==> src/rtl/list_pkg.sv <==
// Shared types and default widths for the list engine and its scan datapath.
package list_pkg;

  localparam int DEFAULT_DATA_WIDTH   = 32;
  localparam int DEFAULT_LENGTH       = 8;
  localparam int DEFAULT_LENGTH_WIDTH = 16;

  typedef enum logic [2:0] {
    OP_READ   = 3'd0,
    OP_INSERT = 3'd1,
    OP_DELETE = 3'd2,
    OP_FIND   = 3'd3,
    OP_SUM    = 3'd4,
    OP_CLEAR  = 3'd6
  } op_e;

  typedef enum logic [2:0] {
    IDLE,
    INS_SHIFT,
    DEL_SHIFT,
    SCAN,
    ACCUM,
    RESP
  } state_e;

  typedef enum logic {
    SCAN_FIND = 1'b0,
    SCAN_SUM  = 1'b1
  } scan_mode_e;

endpackage

==> src/rtl/list_scan_unit.sv <==
// Pointer walk over entries 0..len-1 with one compare/accumulate per cycle,
// shared by FIND and SUM. The parent supplies the entry addressed by index.
module list_scan_unit
  import list_pkg::*;
#(
  parameter int DATA_WIDTH   = DEFAULT_DATA_WIDTH,
  parameter int LENGTH_WIDTH = DEFAULT_LENGTH_WIDTH,
  parameter int CNT_WIDTH    = 4
) (
  input  logic                               clk,
  input  logic                               rst,
  input  logic                               start,
  input  scan_mode_e                         mode,
  input  logic [CNT_WIDTH-1:0]               len,
  input  logic [DATA_WIDTH-1:0]              key,
  input  logic [DATA_WIDTH-1:0]              entry,
  output logic                               hit,
  output logic [CNT_WIDTH-1:0]               index,
  output logic [LENGTH_WIDTH+DATA_WIDTH-1:0] sum,
  output logic                               finished
);

  localparam int SUM_WIDTH = LENGTH_WIDTH + DATA_WIDTH;

  logic                 busy_reg;
  scan_mode_e           mode_reg;
  logic [CNT_WIDTH-1:0] ptr_reg;
  logic [SUM_WIDTH-1:0] acc_reg;

  assign index    = ptr_reg;
  assign hit      = busy_reg && (mode_reg == SCAN_FIND) && (entry == key);
  // sum already includes the current entry so the final value is ready on finished
  assign sum      = acc_reg + SUM_WIDTH'(entry);
  assign finished = busy_reg && (hit || ((ptr_reg + CNT_WIDTH'(1)) == len));

  always_ff @(posedge clk or posedge rst) begin
    if (rst) begin
      busy_reg <= 1'b0;
      mode_reg <= SCAN_FIND;
      ptr_reg  <= '0;
      acc_reg  <= '0;
    end else if (start) begin
      busy_reg <= 1'b1;
      mode_reg <= mode;
      ptr_reg  <= '0;
      acc_reg  <= '0;
    end else if (busy_reg) begin
      acc_reg <= sum;
      ptr_reg <= ptr_reg + CNT_WIDTH'(1);
      if (finished) begin
        busy_reg <= 1'b0;
      end
    end
  end

endmodule

==> src/rtl/list_engine.sv <==
// Responder for the op_sel/op_en list protocol: register-array storage with
// multi-cycle shifting, plus FIND/SUM via list_scan_unit. LIST_CLEAR_OP_EN adds CLEAR (opcode 6).
module list_engine
  import list_pkg::*;
#(
  parameter  int DATA_WIDTH   = DEFAULT_DATA_WIDTH,
  parameter  int LENGTH       = DEFAULT_LENGTH,
  parameter  int LENGTH_WIDTH = DEFAULT_LENGTH_WIDTH,
  localparam int CNT_WIDTH    = $clog2(LENGTH + 1)
) (
  input  logic                               clk,
  input  logic                               rst,
  input  logic [2:0]                         op_sel,
  input  logic                               op_en,
  input  logic [DATA_WIDTH-1:0]              data_in,
  input  logic [LENGTH_WIDTH-1:0]            index_in,
  output logic [LENGTH_WIDTH+DATA_WIDTH-1:0] data_out,
  output logic                               op_done,
  output logic                               op_in_progress,
  output logic                               op_error,
  output logic [CNT_WIDTH-1:0]               len
);

  localparam int                   OUT_WIDTH  = LENGTH_WIDTH + DATA_WIDTH;
  localparam logic [CNT_WIDTH-1:0] LENGTH_CNT = CNT_WIDTH'(LENGTH);

  state_e                state_reg, state_next;
  logic [CNT_WIDTH-1:0]  ptr_reg, ptr_next;
  logic [CNT_WIDTH-1:0]  cmd_index_reg, cmd_index_next;
  logic [DATA_WIDTH-1:0] cmd_data_reg, cmd_data_next;
  logic [CNT_WIDTH-1:0]  len_reg, len_next;
  logic [OUT_WIDTH-1:0]  data_out_reg, data_out_next;
  logic                  op_done_reg, op_done_next;
  logic                  op_error_reg, op_error_next;
  logic                  op_in_progress_reg;

  logic [DATA_WIDTH-1:0] entries_reg [LENGTH];

  logic                  write_en;
  logic [CNT_WIDTH-1:0]  write_idx;
  logic [DATA_WIDTH-1:0] write_data;
  logic                  zero_en;
  logic [CNT_WIDTH-1:0]  zero_idx;
  logic                  shift_up;
  logic                  shift_down;
`ifdef LIST_CLEAR_OP_EN
  logic                  clear_en;
`endif

  logic                  scan_start;
  scan_mode_e            scan_mode;
  logic                  scan_hit;
  logic [CNT_WIDTH-1:0]  scan_index;
  logic [OUT_WIDTH-1:0]  scan_sum;
  logic                  scan_finished;

  logic [DATA_WIDTH-1:0]   read_entry;
  logic [DATA_WIDTH-1:0]   scan_entry;
  logic [LENGTH_WIDTH-1:0] len_wide;
  logic [CNT_WIDTH-1:0]    idx_short;
  logic                    idx_lt_len;
  logic                    idx_le_len;

  // Range checks use the full index width so out-of-range indices never alias.
  assign len_wide   = LENGTH_WIDTH'(len_reg);
  assign idx_short  = CNT_WIDTH'(index_in);
  assign idx_lt_len = index_in < len_wide;
  assign idx_le_len = index_in <= len_wide;

  always_comb begin
    read_entry = '0;
    scan_entry = '0;
    for (int i = 0; i < LENGTH; i++) begin
      if (index_in == LENGTH_WIDTH'(i)) read_entry = entries_reg[i];
      if (scan_index == CNT_WIDTH'(i)) scan_entry = entries_reg[i];
    end
  end

  list_scan_unit #(
    .DATA_WIDTH  (DATA_WIDTH),
    .LENGTH_WIDTH(LENGTH_WIDTH),
    .CNT_WIDTH   (CNT_WIDTH)
  ) u_scan (
    .clk     (clk),
    .rst     (rst),
    .start   (scan_start),
    .mode    (scan_mode),
    .len     (len_reg),
    .key     (cmd_data_reg),
    .entry   (scan_entry),
    .hit     (scan_hit),
    .index   (scan_index),
    .sum     (scan_sum),
    .finished(scan_finished)
  );

  always_comb begin
    state_next     = state_reg;
    ptr_next       = ptr_reg;
    cmd_index_next = cmd_index_reg;
    cmd_data_next  = cmd_data_reg;
    len_next       = len_reg;
    data_out_next  = data_out_reg;
    op_error_next  = 1'b0;
    write_en       = 1'b0;
    write_idx      = '0;
    write_data     = '0;
    zero_en        = 1'b0;
    zero_idx       = '0;
    shift_up       = 1'b0;
    shift_down     = 1'b0;
`ifdef LIST_CLEAR_OP_EN
    clear_en       = 1'b0;
`endif
    scan_start     = 1'b0;
    scan_mode      = SCAN_FIND;

    case (state_reg)
      IDLE: begin
        if (op_en) begin
          cmd_index_next = idx_short;
          cmd_data_next  = data_in;
          state_next     = RESP;
          op_error_next  = 1'b1;
          case (op_e'(op_sel))
            OP_READ: begin
              if (idx_lt_len) begin
                op_error_next = 1'b0;
                data_out_next = {{LENGTH_WIDTH{1'b0}}, read_entry};
              end
            end
            OP_INSERT: begin
              if ((len_reg < LENGTH_CNT) && idx_le_len) begin
                op_error_next = 1'b0;
                if (idx_short == len_reg) begin
                  // appending needs no shift: write now and respond next cycle
                  write_en      = 1'b1;
                  write_idx     = idx_short;
                  write_data    = data_in;
                  len_next      = len_reg + CNT_WIDTH'(1);
                  data_out_next = OUT_WIDTH'(len_reg + CNT_WIDTH'(1));
                end else begin
                  ptr_next   = len_reg;
                  state_next = INS_SHIFT;
                end
              end
            end
            OP_DELETE: begin
              if (idx_lt_len) begin
                op_error_next = 1'b0;
                if ((idx_short + CNT_WIDTH'(1)) == len_reg) begin
                  zero_en       = 1'b1;
                  zero_idx      = idx_short;
                  len_next      = len_reg - CNT_WIDTH'(1);
                  data_out_next = OUT_WIDTH'(len_reg - CNT_WIDTH'(1));
                end else begin
                  ptr_next   = idx_short;
                  state_next = DEL_SHIFT;
                end
              end
            end
            OP_FIND: begin
              if (len_reg != '0) begin
                op_error_next = 1'b0;
                scan_start    = 1'b1;
                scan_mode     = SCAN_FIND;
                state_next    = SCAN;
              end
            end
            OP_SUM: begin
              op_error_next = 1'b0;
              if (len_reg == '0) begin
                data_out_next = '0;
              end else begin
                scan_start = 1'b1;
                scan_mode  = SCAN_SUM;
                state_next = ACCUM;
              end
            end
`ifdef LIST_CLEAR_OP_EN
            OP_CLEAR: begin
              op_error_next = 1'b0;
              clear_en      = 1'b1;
              len_next      = '0;
              data_out_next = '0;
            end
`endif
            default: ;
          endcase
        end
      end
      INS_SHIFT: begin
        // ptr is the destination slot; the slot below it moves up
        shift_up = 1'b1;
        ptr_next = ptr_reg - CNT_WIDTH'(1);
        if (ptr_reg == (cmd_index_reg + CNT_WIDTH'(1))) begin
          write_en      = 1'b1;
          write_idx     = cmd_index_reg;
          write_data    = cmd_data_reg;
          len_next      = len_reg + CNT_WIDTH'(1);
          data_out_next = OUT_WIDTH'(len_reg + CNT_WIDTH'(1));
          state_next    = RESP;
        end
      end
      DEL_SHIFT: begin
        shift_down = 1'b1;
        ptr_next   = ptr_reg + CNT_WIDTH'(1);
        if ((ptr_reg + CNT_WIDTH'(2)) == len_reg) begin
          zero_en       = 1'b1;
          zero_idx      = ptr_reg + CNT_WIDTH'(1);
          len_next      = len_reg - CNT_WIDTH'(1);
          data_out_next = OUT_WIDTH'(len_reg - CNT_WIDTH'(1));
          state_next    = RESP;
        end
      end
      SCAN: begin
        if (scan_finished) begin
          state_next = RESP;
          if (scan_hit) begin
            data_out_next = OUT_WIDTH'(scan_index);
          end else begin
            op_error_next = 1'b1;
          end
        end
      end
      ACCUM: begin
        if (scan_finished) begin
          data_out_next = scan_sum;
          state_next    = RESP;
        end
      end
      RESP: begin
        state_next = IDLE;
      end
      default: begin
        state_next = IDLE;
      end
    endcase

    op_done_next = (state_next == RESP);
  end

  always_ff @(posedge clk or posedge rst) begin
    if (rst) begin
      state_reg          <= IDLE;
      ptr_reg            <= '0;
      cmd_index_reg      <= '0;
      cmd_data_reg       <= '0;
      len_reg            <= '0;
      data_out_reg       <= '0;
      op_done_reg        <= 1'b0;
      op_error_reg       <= 1'b0;
      op_in_progress_reg <= 1'b0;
    end else begin
      state_reg          <= state_next;
      ptr_reg            <= ptr_next;
      cmd_index_reg      <= cmd_index_next;
      cmd_data_reg       <= cmd_data_next;
      len_reg            <= len_next;
      data_out_reg       <= data_out_next;
      op_done_reg        <= op_done_next;
      op_error_reg       <= op_error_next;
      op_in_progress_reg <= (state_next != IDLE);
    end
  end

  for (genvar gi = 0; gi < LENGTH; gi++) begin : g_entry
    localparam logic [CNT_WIDTH-1:0] SLOT = CNT_WIDTH'(gi);
    logic [DATA_WIDTH-1:0] below;
    logic [DATA_WIDTH-1:0] above;
    logic [DATA_WIDTH-1:0] entry_next;

    if (gi > 0) begin : g_below
      assign below = entries_reg[gi-1];
    end else begin : g_no_below
      assign below = '0;
    end

    if (gi < LENGTH - 1) begin : g_above
      assign above = entries_reg[gi+1];
    end else begin : g_no_above
      assign above = '0;
    end

    always_comb begin
      entry_next = entries_reg[gi];
      if (write_en && (write_idx == SLOT)) begin
        entry_next = write_data;
      end else if (zero_en && (zero_idx == SLOT)) begin
        entry_next = '0;
      end else if (shift_up && (ptr_reg == SLOT)) begin
        entry_next = below;
      end else if (shift_down && (ptr_reg == SLOT)) begin
        entry_next = above;
      end
`ifdef LIST_CLEAR_OP_EN
      if (clear_en) begin
        entry_next = '0;
      end
`endif
    end

    always_ff @(posedge clk or posedge rst) begin
      if (rst) begin
        entries_reg[gi] <= '0;
      end else begin
        entries_reg[gi] <= entry_next;
      end
    end
  end

  assign data_out       = data_out_reg;
  assign op_done        = op_done_reg;
  assign op_in_progress = op_in_progress_reg;
  assign op_error       = op_error_reg;
  assign len            = len_reg;

endmodule
==> config.mk <==
export PLATFORM = sky130hd
export DESIGN_NAME = list_engine
export DESIGN_NICKNAME = d
export VERILOG_FILES = /design/src/rtl/list_pkg.sv /design/src/rtl/list_scan_unit.sv /design/src/rtl/list_engine.sv
export SDC_FILE = /design/constraint.sdc
export NUM_CORES = 1
export LEC_CHECK = 0
export BUFFER_PORTS_ARGS = -buffer_cell sky130_fd_sc_hd__buf_4
export CAP_MARGIN = 30
export CELL_PAD_IN_SITES_DETAIL_PLACEMENT = 1
export CELL_PAD_IN_SITES_GLOBAL_PLACEMENT = 2
export CORE_AREA = 10 10 249 370
export CTS_BUF_LIST = sky130_fd_sc_hd__clkbuf_4
export DETAILED_ROUTE_END_ITERATION = 8
export DIE_AREA = 0 0 259 380
export PLACE_DENSITY_LB_ADDON = 0.1
export RECOVER_POWER = 100
export SYNTH_ARGS = -nofsm -noshare
export SYNTH_HDL_FRONTEND = slang
export SYNTH_SLANG_ARGS = --single-unit
export TNS_END_PERCENT = 50
==> constraint.sdc <==
create_clock -name clk -period 13 [get_ports clk]
set_input_delay 1.95 -clock clk [delete_from_list [all_inputs] [get_ports clk]]
set_output_delay 1.95 -clock clk [all_outputs]
set_load 0.05 [all_outputs]
==> results of run 1 <==
## kinds of logic (layout without fill, tap and decap cells)
| kind of cell | after synthesis | count (layout) |
|---|---|---|
| xor+xnor | 102 | 102 |
| other cells | 0 | 6 |
| fa+ha+maj | 59 | 59 |
| compound gates | 1377 | 1377 |
| simple gates | 1423 | 1423 |
| buf+inv | 403 | 471 |
| flops | 408 | 408 |
| mux | 49 | 49 |
## worst reg2reg max path, cell delays in order, from the launching register on
cell,delay (ns)
dfrtp_1,0.66
nor3_1,0.35
nand2_1,0.09
clkbuf_1,0.93
nor4_1,0.58
clkbuf_1,2.95
a32oi_1,0.11
a21oi_1,0.62
nand2_1,0.11
buf_4,0.32
o21ai_0,0.16
buf_4,0.46
or2_0,2.28
o22a_1,0.37
## layer usage
layer	vias up	wire length, um	part of all wire (%)	GRT usage (%)
met1	16989	69360	41	42.99
li1	14054	-	-	-
met2	1812	77160	45	52.85
met3	475	13600	8.0	6.335
met5	-	47	0.028	0
met4	6	10500	6.2	18.45
## final cells by class
| type | instances | area (um^2) | area share, % |
|---|---|---|---|
| Inverter | 55 | 207.7 | 0.6353 |
| Antenna cell | 6 | 15.01 | 0.04592 |
| Tap cell | 1139 | 1425 | 4.359 |
| Sequential cell | 408 | 10210 | 31.23 |
| Multi-Input combinational cell | 3010 | 18050 | 55.20 |
| Timing Repair Buffer | 212 | 1381 | 4.225 |
| Clock inverter | 45 | 212.7 | 0.6506 |
| Clock buffer | 159 | 1194 | 3.651 |
## synth_stat cells (33+ instances only)
cell type | n | area [um^2]
inv_1 | 53 | 198.9
and2_1 | 33 | 206.5
o22ai_1 | 52 | 325.3
ha_1 | 58 | 725.7
a221oi_1 | 60 | 525.5
a22oi_1 | 115 | 863.3
a22o_1 | 39 | 341.6
o211ai_1 | 56 | 420.4
a31oi_1 | 169 | 1057
clkbuf_1 | 293 | 1100
xor2_1 | 45 | 394.1
a21oi_1 | 208 | 1041
dfrtp_1 | 408 | 10210
nand3_1 | 136 | 680.7
nor2_1 | 398 | 1494
nand2_1 | 655 | 2459
a221o_1 | 55 | 550.5
xnor2_1 | 56 | 490.5
o21ai_0 | 256 | 1281
mux2i_1 | 42 | 420.4
o22a_1 | 138 | 1209
## layout by cell type, fill, tap and decap left out, types with 11 or more instances in the layout
cell type and count:
nor2_1 395, xor2_1 45, nor2b_1 27, a2bb2oi_1 36, nand3b_1 16, or2_2 11, clkbuf_4 162, buf_4 128
o21ai_0 260, a21o_1 26, o2bb2ai_1 11, nand2_1 653, a31oi_1 169, dfrtp_1 407, o211ai_1 56, nand4_1 12
or3_1 12, a211oi_1 26, and2_1 30, inv_1 52, nand3_1 136, nor3_1 22, ha_1 54, a22oi_1 115
clkbuf_1 73, xnor2_1 56, a21oi_1 207, a221oi_1 60, o21a_1 19, mux2i_1 42, o22ai_1 52, and3_1 15
nand2b_1 23, a221o_1 55, a22o_1 39, o22a_1 138, clkinv_1 34
## per-stage QoR
step                      cell area, um^2  std cells  setup slack (ns)  hold slack [ns]  utilization [%]
after CTS                           33030       5025             5.894           0.5253            38.54
final                               32690       5034             2.903           0.5157            38.14
after global placement              31520       4814             5.871           0.4955            36.77
after floorplan                     29730       3821             5.552           0.4693                -
after detailed placement            31630       4821             5.915           0.5102            36.90
after global routing                32680       5030             2.710           0.5492            38.13
## how the worst max path moves through the flow
| stage | end | cells past startpoint | slack, ns |
|---|---|---|---|
| after floorplan | cmd_data_reg[0]$_DFFE_PP0P_ | 1 | 5.55 |
| after global placement | g_entry[2].above[17]$_DFFE_PP0P_ | 13 | 5.87 |
| after detailed placement | data_out[42]$_DFFE_PP0P_ | 22 | 5.92 |
| after CTS | data_out[42]$_DFFE_PP0P_ | 22 | 5.89 |
| after global routing | g_entry[2].above[14]$_DFFE_PP0P_ | 14 | 2.71 |
| final | g_entry[5].above[4]$_DFFE_PP0P_ | 13 | 2.90 |
## power by group through the flow
stage | clock, uW | sequential (uW) | combinational, uW
2_1_floorplan | 0 | 2690 | 3890
3_3_place_gp | 0 | 2910 | 6050
3_5_place_dp | 0 | 2940 | 6200
4_1_cts | 1270 | 2920 | 6230
5_1_grt | 1330 | 3020 | 6660
6_report | 1240 | 2960 | 6240
==> flow_summary.json, run 1 <==
{
  "outcome": "finished with violations",
  "violations": "max-capacitance violations, max-slew violations",
  "htree_levels": 3,
  "pwr_density_cell_mw_per_mm2": 319.3,
  "wire_per_inst_um": 33.90,
  "whs_endpoint": "data_out[20]$_DFFE_PP0P_",
  "drv_cap": 20,
  "grt_pass1_vias": 33660,
  "critPathBufInv": 5,
  "fmax_mhz": 99.04,
  "fin_nets": 3915,
  "synth_mux_area_share_pct": 1.680,
  "cts_buffers": 115,
  "rsz0062_at_grt": "false",
  "rows": 132,
  "r2r_end": "g_entry[5].above[4]$_DFFE_PP0P_",
  "worstRegToRegCells": 13,
  "cpMostUsedCell": "buf_4",
  "first_iter_violations": 3338,
  "cts_hold_buf": 0,
  "cts_buffer_depth": 3,
  "grt_max_degree": 140,
  "final-hold-violation-count": 0,
  "tritoncts": "built",
  "wirelength_mm": 170.7,
  "synth_xor_area_share_pct": 3.052,
  "start_util_pct": 34.68,
  "ant_nets": 0,
  "viasPerCell": 6.622,
  "clkPwrFrac_pct": 11.9,
  "crit_chain": "buf_4 > nand2_1 > clkbuf_1 > nor4_1 > clkbuf_1 > a32oi_1 > a21oi_1 > nand2_1 > buf_4 > o21ai_0 > buf_4 > or2_0 > o22a_1",
  "finClkSkew_ns": 0.08348,
  "reg2reg_from": "state_reg[0]$_DFF_PP0_",
  "min_period_ns": 10.10,
  "cts_resized": 0,
  "holdCritPathClass": "reg2reg",
  "r2r_slack_ns": 2.91,
  "worstMarginPinSlew_ns": 4.169,
  "cp_top_family": "buffers and inverters",
  "critPathKind": "in2reg",
  "p_total_uw": 10440,
  "cts-root-buf": "clkbuf_4",
  "ys_seq_elements": 408,
  "ir_worst_vdd_v": 0.0001570,
  "largest_register_ff_count": 224,
  "gp_congestion": 1.065,
  "gr-usage-all-layers_pct": 33.67,
  "synthCells": 3821,
  "grt_overflow": 0,
  "syn_area_mm2": 0.02972,
  "async_flop_share_pct": 100.0,
  "synth-edff-count": 0,
  "synth_fa_ha_area_share_pct": 2.509,
  "slew_viol_final": 837,
  "cp.required_ns": 13.91,
  "cpMaxStageDelayCell": "clkbuf_1",
  "vias": 33336,
  "cp_max_fo": 75,
  "io_buffer_count": 108,
  "die_x_um": 259,
  "crit_arrival_ns": 11.00,
  "yosys_warnings": 0,
  "design.core.area_mm2": 0.08572,
  "ys_types": 88,
  "slew_headroom_pct": -177.9,
  "synthSimpleGateAreaFrac_pct": 20.87,
  "pwr-share-comb_pct": 59.8,
  "final.period_utilization_pct": 77.67,
  "ios": 109,
  "synthesis.nets": 3934,
  "dpl.hpwl_mm": 120.0,
  "synth_top_family_by_area": "compound AO/OA/AOI/OAI gates",
  "nFillCells": 10436,
  "critPathLaunch": "op_en",
  "p_sw_share_pct": 56.09,
  "yosys_most_used_dff": "dfrtp_1",
  "hold_path_startpoint": "data_out[20]$_DFFE_PP0P_",
  "setup_tns_ns": 0,
  "seq_power_share_pct": 28.4,
  "worst_setup_path_end_kind": "flop",
  "synth.avg_cell_area_um2": 7.779,
  "yosysSeqAreaShare_pct": 34.35,
  "drc": 0,
  "first_pass_iters": 5,
  "p_sw_uw": 5855,
  "synth_compound_area_share_pct": 32.27,
  "cts.sinks": 408,
  "power.leakage_uw": 0.01296,
  "final_layout_size_suffix_gt1_share_pct": 9.694,
  "cts_setup_buffers": 0,
  "antenna_found_initial": 7,
  "worstSkewPairLatency_ns": 1.06,
  "critPathMaxStageDelay_ns": 2.95,
  "dieArea_mm2": 0.09842,
  "die_h_um": 380,
  "grt_pass1_wl_mm": 246.5,
  "setup_viol": 0,
  "internal_power_uw": 4584,
  "path_clk_slew_ns": 0.07,
  "startpoint_type": "input pin",
  "holdPathStages": 1,
  "syn_to_final_growth_pct": 9.993
}
Note: power is estimated with default switching activity, not from simulation.
==> run 2, diff against run 1 <==
==> constraint.sdc (replaced) <==
create_clock -name clk -period 9.26 [get_ports clk]
set_input_delay 1.389 -clock clk [delete_from_list [all_inputs] [get_ports clk]]
set_output_delay 1.389 -clock clk [all_outputs]
set_load 0.05 [all_outputs]
==> run 2 against run 1 <==
Net effect: the run still ends with max-capacitance violations, max-slew violations left; via count down 0.93%; first-iteration DRC count down 9.4%; design area about the same; total power up 40%; non-clock buffer count unchanged; clock skew down 0.012 ns; clock power up 45%; global-route usage down 0.35 points; combinational power up 39%; core utilization about the same; critical path depth down 4; setup slack worse by 1.6 ns.
==> flow_summary.json, run 2 (synthesis gave the netlist of run 1 again) <==
{
  "worstRegToRegCells": 9,
  "antenna_found_initial": 6,
  "io_buffer_count": 108,
  "crit_arrival_ns": 8.91,
  "cts_buffers": 117,
  "endpoint": "g_entry[2].above[17]$_DFFE_PP0P_",
  "grt_pass1_vias": 33305,
  "dpl.hpwl_mm": 122.1,
  "first_pass_iters": 8,
  "setup_viol": 0,
  "first_iter_violations": 3025,
  "viasPerCell": 6.572,
  "critPathMaxStageDelay_ns": 1.96,
  "vias": 33026,
  "nFillCells": 10444,
  "grt_max_degree": 148,
  "final_layout_size_suffix_gt1_share_pct": 9.784,
  "cp_max_fo": 33,
  "cpMaxStageDelayCell": "or2_0",
  "ios": 109,
  "wire_per_inst_um": 33.65,
  "r2r_slack_ns": 1.34,
  "dieArea_mm2": 0.09842,
  "reg2reg_from": "state_reg[1]$_DFF_PP0_",
  "crit_chain": "nor3_1 > nand2_1 > clkbuf_1 > or4_1 > o22a_1 > o21ai_4 > clkbuf_1 > or2_0 > o22a_1",
  "setup_tns_ns": 0,
  "wirelength_mm": 169.1,
  "fmax_mhz": 126.3,
  "min_period_ns": 7.916,
  "hold_path_startpoint": "data_out[0]$_DFFE_PP0P_",
  "startpoint_type": "flop",
  "gp_congestion": 0.9710,
  "slew_viol_final": 884,
  "cts_setup_buffers": 0,
  "syn_to_final_growth_pct": 10.01,
  "cts.sinks": 408,
  "htree_levels": 3,
  "ir_worst_vdd_v": 0.0001899,
  "rsz0062_at_grt": "false",
  "rows": 132,
  "cts-root-buf": "clkbuf_4",
  "worstSkewPairLatency_ns": 1.08,
  "largest_register_ff_count": 224,
  "layout_commonest_cell": "nand2_1",
  "fin_nets": 3917,
  "tritoncts": "built",
  "whs_ns": 0.5129,
  "gr-usage-all-layers_pct": 33.32,
  "worst_setup_path_end_kind": "flop",
  "critPathKind": "reg2reg",
  "finClkSkew_ns": 0.07110,
  "worstMarginPinSlew_ns": 4.129,
  "critPathLaunch": "state_reg[1]$_DFF_PP0_",
  "final_design_area_no_fill_mm2": 0.03270,
  "placed_cell_area_mm2": 0.03161,
  "final-hold-violation-count": 0,
  "slew_headroom_pct": -175.3,
  "start_util_pct": 34.68,
  "pwr_density_cell_mw_per_mm2": 448.3,
  "cts_hold_buf": 0,
  "grt_overflow": 0,
  "drc": 0,
  "holdCritPathClass": "reg2reg",
  "cp.required_ns": 10.25,
  "cts_buffer_depth": 3,
  "drv_cap": 19,
  "r2r_end": "g_entry[2].above[17]$_DFFE_PP0P_",
  "design.core.area_mm2": 0.08572,
  "ant_nets": 0,
  "final.period_utilization_pct": 85.49,
  "outcome": "finished with violations",
  "violations": "max-capacitance violations, max-slew violations",
  "power.leakage_uw": 0.01297,
  "cts_resized": 0,
  "die_x_um": 259,
  "die_h_um": 380,
  "grt_pass1_wl_mm": 243.0,
  "mostFrequentLayoutCells": "nand2_1 (652), dfrtp_1 (407), nor2_1 (396)",
  "path_clk_slew_ns": 0.07
}
==> run 2: changes by cell type in the layout (fill, tap and decap cells not counted), sizes merged <==
cell,previous run,this run
clkinv,44,25
clkbuf,235,247
diode,6,2
buf,136,135
bufinv,1,2
clkinvlp,1,2
inv,54,55
==> run 2: cell type report <==
cell class | count | area (um^2) | area share (%)
Antenna cell | 2 | 5.005 | 0.01531
Clock buffer | 170 | 1276 | 3.903
Clock inverter | 29 | 173.9 | 0.5319
Inverter | 55 | 207.7 | 0.6352
Multi-Input combinational cell | 3010 | 18060 | 55.23
Sequential cell | 408 | 10210 | 31.23
Tap cell | 1139 | 1425 | 4.358
Timing Repair Buffer | 212 | 1341 | 4.102
==> run 2: power by group <==
group / total (uW) / switching [uW] / internal (uW) / leakage, uW
Clock: 1800 / 910 / 886 / 0.000867
Combinational: 8670 / 5720 / 2950 / 0.00722
Sequential: 4190 / 1550 / 2650 / 0.00488
==> run 2: worst min path at each step <==
stage | endpoint | slack, ns | depth (start not counted)
6_report | data_out[0]$_DFFE_PP0P_ | 0.51 | 1
5_1_grt | cmd_data_reg[3]$_DFFE_PP0P_ | 0.53 | 3
4_1_cts | u_scan.index[1]$_DFFE_PP0P_ | 0.43 | 2
3_5_place_dp | data_out[20]$_DFFE_PP0P_ | 0.51 | 1
3_3_place_gp | data_out[1]$_DFFE_PP0P_ | 0.50 | 1
2_1_floorplan | u_scan.mode_reg$_DFFE_PP0P_ | 0.47 | 2
==> run 2: layer usage <==
metal	global-route usage (%)	vias up	part of all wire, %
met5	0	-	0.015
met4	17.18	4	5.6
met3	6.627	404	7.5
met2	53.75	1589	47
met1	41.50	17009	40
li1	-	14020	-
==> run 2: worst max-delay path, delay by kind of cell, from the launching register on <==
family | cells | cell delay [ns]
and+or+nand+nor | 4 | 3.93
buffers and inverters | 2 | 2.45
AOI/OAI and AO/OA | 3 | 0.86
DFF | 1 | 0.57
==> run 2: per-stage QoR <==
step / worst slack [ns] / total power, uW / std cells / util, %
2_1_floorplan: 2.373 / 9237 / 3821 / -
5_1_grt: 0.9817 / 15480 / 5025 / 38.15
4_1_cts: 2.279 / 14710 / 5019 / 38.57
3_3_place_gp: 2.507 / 12590 / 4811 / 36.75
6_report: 1.344 / 14660 / 5025 / 38.15
3_5_place_dp: 2.358 / 12840 / 4820 / 36.88
